===== src/rtl/rr_arb8_dec_if.sv =====
// rr_arb8_dec_if: request/grant bundle between the requesters and the round-robin arbiter
//   req      requester -> arbiter, one bit per requester
//   gnt      arbiter -> requester, registered one-hot grant
//   gnt_idx  arbiter -> requester, registered owner index
//   gnt_vld  arbiter -> requester, a grant is active
//   preempt  arbiter -> requester, 1-cycle pulse on a timeout revocation
//   master: requester side, slave: arbiter side
interface rr_arb8_dec_if #(
  parameter int NREQ = 8,
  parameter int IDXW = 3
);
  logic [NREQ-1:0] req;
  logic [NREQ-1:0] gnt;
  logic [IDXW-1:0] gnt_idx;
  logic            gnt_vld;
  logic            preempt;
  modport master (output req, input gnt, gnt_idx, gnt_vld, preempt);
  modport slave  (input req, output gnt, gnt_idx, gnt_vld, preempt);
endinterface


===== src/rtl/rr_arb8_dec.sv =====
// rr_arb8_dec: 8-way round-robin arbiter with registered grant index and one-hot grant
//   clk  rising-edge clock
//   rst  asynchronous active-high reset
//   bus  rr_arb8_dec_if.slave: req in, gnt/gnt_idx/gnt_vld/preempt out
//   Optional hold timeout with forced rotation: define RR_ARB_TIMEOUT_EN.
module rr_arb8_dec #(
  parameter int NREQ     = 8,
  parameter int IDXW     = 3,
  parameter int MAX_HOLD = 16
) (
  input logic          clk,
  input logic          rst,
  rr_arb8_dec_if.slave bus
);
  localparam logic [0:0] S_IDLE = 1'b0;
  localparam logic [0:0] S_OWN  = 1'b1;
  logic [0:0]      r_state;
  logic [NREQ-1:0] r_gnt;
  logic [NREQ-1:0] w_dec;
  logic [IDXW-1:0] r_idx;
  logic [IDXW-1:0] r_ptr;
  logic [IDXW-1:0] w_base;
  logic [IDXW-1:0] w_pick;
  logic            w_own;
  logic            w_keep;
  logic            w_grant;
  logic            w_rel;
  logic            w_pre;
  assign w_own  = r_state == S_OWN;
  assign w_keep = bus.req[r_idx];
  // While owning, any re-arbitration (release or preemption) scans from the slot after the owner
  assign w_base = w_own ? r_idx + 1'b1 : r_ptr;
  // Scanning downward leaves the lowest rotated offset that is requesting
  always_comb begin
    w_pick = w_base;
    for (int k = NREQ - 1; k >= 0; k--)
      if (bus.req[w_base + IDXW'(k)]) w_pick = w_base + IDXW'(k);
  end
  assign w_dec   = {{(NREQ-1){1'b0}}, 1'b1} << w_pick;
  assign w_grant = ((!w_own || !w_keep) && |bus.req) || w_pre;
  assign w_rel   = w_own && !w_keep && ~|bus.req;
  always_ff @(posedge clk or posedge rst)
    if (rst) begin
      r_state <= S_IDLE;
      r_gnt   <= '0;
      r_idx   <= '0;
      r_ptr   <= '0;
    end else if (w_grant) begin
      r_state <= S_OWN;
      r_gnt   <= w_dec;
      r_idx   <= w_pick;
      if (w_own) r_ptr <= r_idx + 1'b1;
    end else if (w_rel) begin
      r_state <= S_IDLE;
      r_gnt   <= '0;
      r_ptr   <= r_idx + 1'b1;
    end
`ifdef RR_ARB_TIMEOUT_EN
  localparam logic [7:0] HOLD_LAST = 8'(MAX_HOLD - 1);
  logic [7:0] r_cnt;
  logic       r_pre;
  // Revoke only when someone else is waiting; a lone owner keeps the grant with the counter saturated
  assign w_pre = w_own && w_keep && r_cnt == HOLD_LAST && |(bus.req & ~r_gnt);
  always_ff @(posedge clk or posedge rst)
    if (rst) begin
      r_cnt <= '0;
      r_pre <= 1'b0;
    end else begin
      r_pre <= w_pre;
      r_cnt <= w_grant ? '0 : (w_own && r_cnt != HOLD_LAST) ? r_cnt + 8'd1 : r_cnt;
    end
  assign bus.preempt = r_pre;
`else
  assign w_pre       = 1'b0;
  assign bus.preempt = 1'b0;
`endif
  assign bus.gnt     = r_gnt;
  assign bus.gnt_idx = r_idx;
  assign bus.gnt_vld = w_own;
endmodule


===== src/flat_wrapper.sv =====
// flat-port wrapper written by rule: the top's interface ports become plain ports
module rr_arb8_dec_flat 
#(
  parameter int NREQ     = 8,
  parameter int IDXW     = 3,
  parameter int MAX_HOLD = 16
)
  (clk, rst, bus_req, bus_gnt, bus_gnt_idx, bus_gnt_vld, bus_preempt);
  rr_arb8_dec_if #(.NREQ(NREQ), .IDXW(IDXW)) bus_i ();
  input logic clk;
  input logic rst;
  input wire logic [$bits(bus_i.req)-1:0] bus_req;
  output wire logic [$bits(bus_i.gnt)-1:0] bus_gnt;
  output wire logic [$bits(bus_i.gnt_idx)-1:0] bus_gnt_idx;
  output wire logic [$bits(bus_i.gnt_vld)-1:0] bus_gnt_vld;
  output wire logic [$bits(bus_i.preempt)-1:0] bus_preempt;
  assign bus_i.req = bus_req;
  assign bus_gnt = bus_i.gnt;
  assign bus_gnt_idx = bus_i.gnt_idx;
  assign bus_gnt_vld = bus_i.gnt_vld;
  assign bus_preempt = bus_i.preempt;
  rr_arb8_dec #(.NREQ(NREQ), .IDXW(IDXW), .MAX_HOLD(MAX_HOLD)) u_core (.clk(clk), .rst(rst), .bus(bus_i));
endmodule

===== config.mk =====
export PLATFORM = sky130hd
export DESIGN_NAME = rr_arb8_dec_flat
export DESIGN_NICKNAME = d
export VERILOG_FILES = /design/src/rtl/rr_arb8_dec_if.sv /design/src/rtl/rr_arb8_dec.sv /design/src/flat_wrapper.sv
export SDC_FILE = /design/constraint.sdc
export NUM_CORES = 1
export LEC_CHECK = 0
export ABC_AREA = 1
export BUFFER_PORTS_ARGS = -buffer_cell sky130_fd_sc_hd__buf_2
export CORE_MARGIN = 3
export CORE_UTILIZATION = 57
export CTS_BUF_LIST = sky130_fd_sc_hd__clkbuf_16
export CTS_CLUSTER_DIAMETER = 100
export DETAILED_ROUTE_END_ITERATION = 16
export GPL_TIMING_DRIVEN = 0
export PLACE_DENSITY = 0.8
export SLEW_MARGIN = 10
export SYNTH_ARGS = -nofsm -noshare
export SYNTH_HDL_FRONTEND = slang
export SYNTH_SLANG_ARGS = --single-unit

===== constraint.sdc =====
create_clock -name clk -period 3.7 [get_ports clk]
set_clock_uncertainty 0.1 [all_clocks]
set_input_delay 0.74 -clock clk [delete_from_list [all_inputs] [get_ports clk]]
set_output_delay 0.74 -clock clk [all_outputs]
set_load 0.01 [all_outputs]

---- Yosys cells after proc, flatten, opt, wreduce, memory -nomap -nowiden ----
Cells that the tools add are included.
storage, ports and cells
  flip-flop bits (word level) ............. 15
  input port bits ......................... 10
  output and inout port bits .............. 13
  word-level logic and storage cells ...... 64
cells by class
  $add $sub $neg .......................... 8
  magnitude comparators ................... 9
  shift-type cells ........................ 1
  muxes and demuxes ....................... 33
  reductions and logical operators ........ 9
operators with widths
  operator               count
  $lt A3 B4 Y1 const B   9
  $mux W3                11
  $bmux W1 S3            9
  $mux W8                2
  $add A3 B3 Y3 const B  4
  $mux W1                11
  $reduce_or A8 Y1       1
  $shl A1 B3 Y8 const A  1
  $add A3 B1 Y3 const B  2
  $add A3 B2 Y3 const B  2
  $logic_and A1 B1 Y1    3
  $logic_not A1 Y1       3
  $reduce_bool A2 Y1     1
  $logic_or A1 B1 Y1     1

---- Depth between registers and ports, before layout ----
  depth in word-level cells ............... 15
  gate-level depth with buffers ........... 24
  mapped depth without buffers ............ 23

---- Worst setup path before layout ----
No wires, ideal clock.
  path kind ............................... register to register
  start point ............................. register u_core.r_idx[0] (netlist: u_core.bus.gnt_idx[0])
  end point ............................... register u_core.r_gnt[3] (netlist: u_core.bus.gnt[3])
  setup time .............................. 0.118 ns
  arrival time ............................ 2.421 ns
  data required time ...................... 3.482 ns
  setup slack ............................. 1.061 ns
  cell stages (with the launch flop) ...... 22
  buffers on the path ..................... 1
  period minus slack after synthesis ...... 2.639 ns
  cell sequence ........................... dfrtp_1 -> ha_1 -> nand2_1 -> nand2_2 -> buf_6 -> ha_1 -> inv_1 -> nand2_1 -> nand2_1 -> nand2_1 -> nand2_2 -> inv_2 -> nand2_1 -> nand2_1 -> nand2_1 -> nand2_1 -> nand2_1 -> nand3_1 -> nand2_2 -> inv_2 -> nand3_1 -> nand2_1
between the ends
  word-level cells in the longest chain between the ends .. 15
  elaborated cells on any way between the ends .. 43
  classes of those cells .................. 8 x add/sub; 1 x shift; 28 x mux; 6 x reduce/logical
RTL lines
  what                           RTL line           RTL
  start, declared                rr_arb8_dec.sv:20  logic [IDXW-1:0] r_idx;
  start signal, assigned         rr_arb8_dec.sv:51  r_idx <= w_pick;
  $add A3 B1 Y3                  rr_arb8_dec.sv:32  assign w_base = w_own ? r_idx + 1'b1 : r_ptr;
  $mux W3                        rr_arb8_dec.sv:32
  $add A3 B3 Y3                  rr_arb8_dec.sv:37  if (bus.req[w_base + IDXW'(k)]) w_pick = w_base + IDXW'(k);
  $bmux W1 S3                    rr_arb8_dec.sv:37
  $mux W1 (not written as such)  rr_arb8_dec.sv:37
  $mux W3 (8 in series)          rr_arb8_dec.sv:37
  $shl A1 B3 Y8                  rr_arb8_dec.sv:39  assign w_dec = {{(NREQ-1){1'b0}}, 1'b1} << w_pick;
  $mux W8                        rr_arb8_dec.sv:48  end else if (w_grant) begin
  end signal, assigned           rr_arb8_dec.sv:50  r_gnt <= w_dec;
  end, declared                  rr_arb8_dec.sv:18  logic [NREQ-1:0] r_gnt;
Parallel ways exist; a longest one is shown, timed or not. The select of a mux whose other input is x is not followed.
A chain may end at the register's enable or synchronous reset.

---- Worst setup path in the final report ----
  start point ............................. register u_core.r_idx[0] (netlist: u_core.bus.gnt_idx[0])
  end point ............................... register u_core.r_gnt[1] (netlist: u_core.bus.gnt[1])
The elaborated chain is that of the path after synthesis.

==> run_results.csv <==
group,metric,value,unit
status,status,"completed",
run,drv_cap,0,
finish,area_delta_synth_final,13.9,%
floorplanning,initial_utilization,61.8,%
critical_path,cp-start-kind,"flip-flop",
timing,fmax,0.338,GHz
routing,firstDrtPassIters,4,
critical_path,worstPathCellList,"ha_1 > nand2_1 > nand2_2 > buf_6 > ha_1 > inv_1 > nand2_1 > nand2_1 > nand2_1 > nand2_2 > inv_2 > nand2_1 > nand2_1 > nand2_1 > nand2_1 > nand2_1 > nand3_1 > nand2_2 > inv_2 > nand3_1 > nand2_1",
critical_path,path_common_cell,"nand2_1",
timing,slew_viol_final,0,
routing,drc_errors,0,
global_routing,grt.total_usage,23.2,%
routing,viasPerCell,5.15,
timing,finalCritPeriodShare,79.9,%
clock_network,ctsHoldBuffers,0,
global_routing,grt_max_degree,16,
floorplanning,dieArea,3460,sq um
timing,tightest_slew,0.548,ns
critical_path,criticalPathCategory,"flip-flop to flip-flop",
timing,period_needed,2.96,ns
finish,num_antenna_cells,0,
floorplanning,die_height,58.8,um
synthesis,ys_ff_latch,15,
global_routing,antenna_found_initial,0,
clock_network,clockBufferDepth,2,
synthesis,synthDistinctLibCells,30,
critical_path,critPathRequiredTime,3.73,ns
global_routing,grt_pass1_wl,6350,um
floorplanning,die_w,58.8,um
critical_path,cp_slowest_stage_delay,0.48,ns
finish,nets,300,
synthesis,postSynthAreaPerCell,6.08,sq um
floorplanning,ios,23,
routing,vias,1627,
min_path,hp-class,"flip-flop to flip-flop",
timing,whs,0.373,ns
clock_network,h-tree-depth,1,
routing,wl_per_cell,11.5,um
clock_network,cts.sinks,15,
finish,final_cells,316,
place,gp_congestion,0.991,
clock_network,cts_root_buf,"clkbuf_16",
critical_path,cp.arrival,2.99,ns
clock_network,ctsResizeCount,0,
routing,routed_wirelength,3650,um
floorplanning,core_area,2570,sq um
critical_path,crit_path_end_kind,"flip-flop",
routing,detail-route-antenna-nets,0,
global_routing,grt_pass1_vias,1441,
floorplanning,rows,18,
timing,hold_violations,0,
finish,post-route-cell-area,1810,sq um
place,post-dp-hpwl,2860,um
clock_network,tritoncts,"yes",
critical_path,slowest_stage,"dfrtp_1",
clock_network,insertion_delay,0.24,ns
synthesis,synth-seq-area-share,23.6,%
synthesis,synth_cells,261,
place,place_inst,312,
global_routing,grt_overflow_total,0,
timing,setup_viol,0,
clock_network,path_clk_slew,0.05,ns
routing,drtIter0Drc,122,
critical_path,cp_max_fo,10,
clock_network,cts_setup_buffers,0,
place,placed_area,1730,sq um
timing,relSlewSlack,63.4,%
clock_network,numCtsBuffers,3,
timing,rsz0062_at_grt,"false",
synthesis,synth_nets,274,
place,portBuffers,21,
finish,final_layout_size_suffix_gt1_share,21.3,%
timing,tns,0,ns
synthesis,syn-cell-area,1590,sq um
synthesis,yosys_warnings,0,
worst paths after layout:
check,to,startpoint,cells past startpoint,slack (ns)
max reg2reg,u_core.bus.gnt[1],u_core.bus.gnt_idx[0],21,0.74
min reg2reg,u_core.bus.gnt[7],u_core.bus.gnt[7],2,0.37
min in group asynchronous,u_core.bus.gnt_vld,rst,2,0.43
max,u_core.bus.gnt[1],u_core.bus.gnt_idx[0],21,0.74
max in group asynchronous,u_core.bus.gnt[6],rst,2,2.70
min,u_core.bus.gnt[7],u_core.bus.gnt[7],2,0.37
Yosys cell counts, drive strengths merged:
cell type	count	share of area, %
a21oi	10	4.1
a32o	1	0.63
and2	3	1.3
buf	5	3.2
conb	1	0.24
dfrtp	15	24
ha	3	2.4
inv	36	8.8
nand2	142	39
nand3	27	8.8
nor2	4	1.4
nor4	2	0.79
o211ai	4	2.2
o21ai	6	1.9
o221ai	2	1.1
layout make-up:
type / instances / area [sq um]
Fill cell: 248 / 758
Multi-Input combinational cell: 205 / 1020
Clock inverter: 1 / 3.75
Timing Repair Buffer: 21 / 105
Buffer: 5 / 50.0
Tap cell: 30 / 37.5
Clock buffer: 3 / 75.1
Inverter: 36 / 140
Sequential cell: 15 / 375
logic make-up after synthesis:
family / after synthesis / share of synthesized area, %
compound gates: 23 / 9.93
fa+ha+maj: 3 / 2.36
buf+inv: 41 / 12.0
flops: 15 / 23.6
other cells: 1 / 0.236
simple gates: 178 / 51.9
cells in the final DEF, fill, tap and decap left out, types with 2 or more instances in the layout:
cell type	instances
nand2_2	13
nand3_1	26
o221ai_1	2
clkbuf_16	3
o21ai_0	5
buf_6	2
nand2_4	6
nor4_1	2
inv_2	5
o211ai_1	3
inv_1	31
dfrtp_1	15
a21oi_1	8
ha_1	3
nor2_1	3
buf_2	22
nand2_1	122
and2_1	2
worst max-delay path: cells and delay by family (launching register included):
kind	cells	cell delay, ns
simple gates	15	1.15
fa+ha+maj	2	0.73
flops	1	0.48
buf+inv	4	0.38
metrics by stage:
step / util (%) / setup slack, ns
after floorplan: - / 1.06
after global placement: 67.4 / 0.799
after detailed placement: 67.4 / 0.790
after CTS: 70.5 / 0.755
after global routing: 70.5 / 0.453
final: 70.5 / 0.743
sequential cells by signal (all words and copies together) (netlist names):
register,flops
u_core.bus.gnt,8
u_core.bus.gnt_idx,3
u_core.bus.gnt_vld,1
u_core.r_ptr,3
per-layer routing:
| layer | global-route usage (%) | part of all wire, % | vias up |
|---|---|---|---|
| li1 | - | - | 862 |
| met5 | 0 | 0 | - |
| met4 | 10.4 | 2.2 | 0 |
| met2 | 38.6 | 49 | 32 |
| met3 | 0.219 | 2.4 | 10 |
| met1 | 31.5 | 46 | 723 |
Power is left out: the tool's default activity adds up to more than one toggle a clock period on the data nets, which glitch-free logic cannot reach.
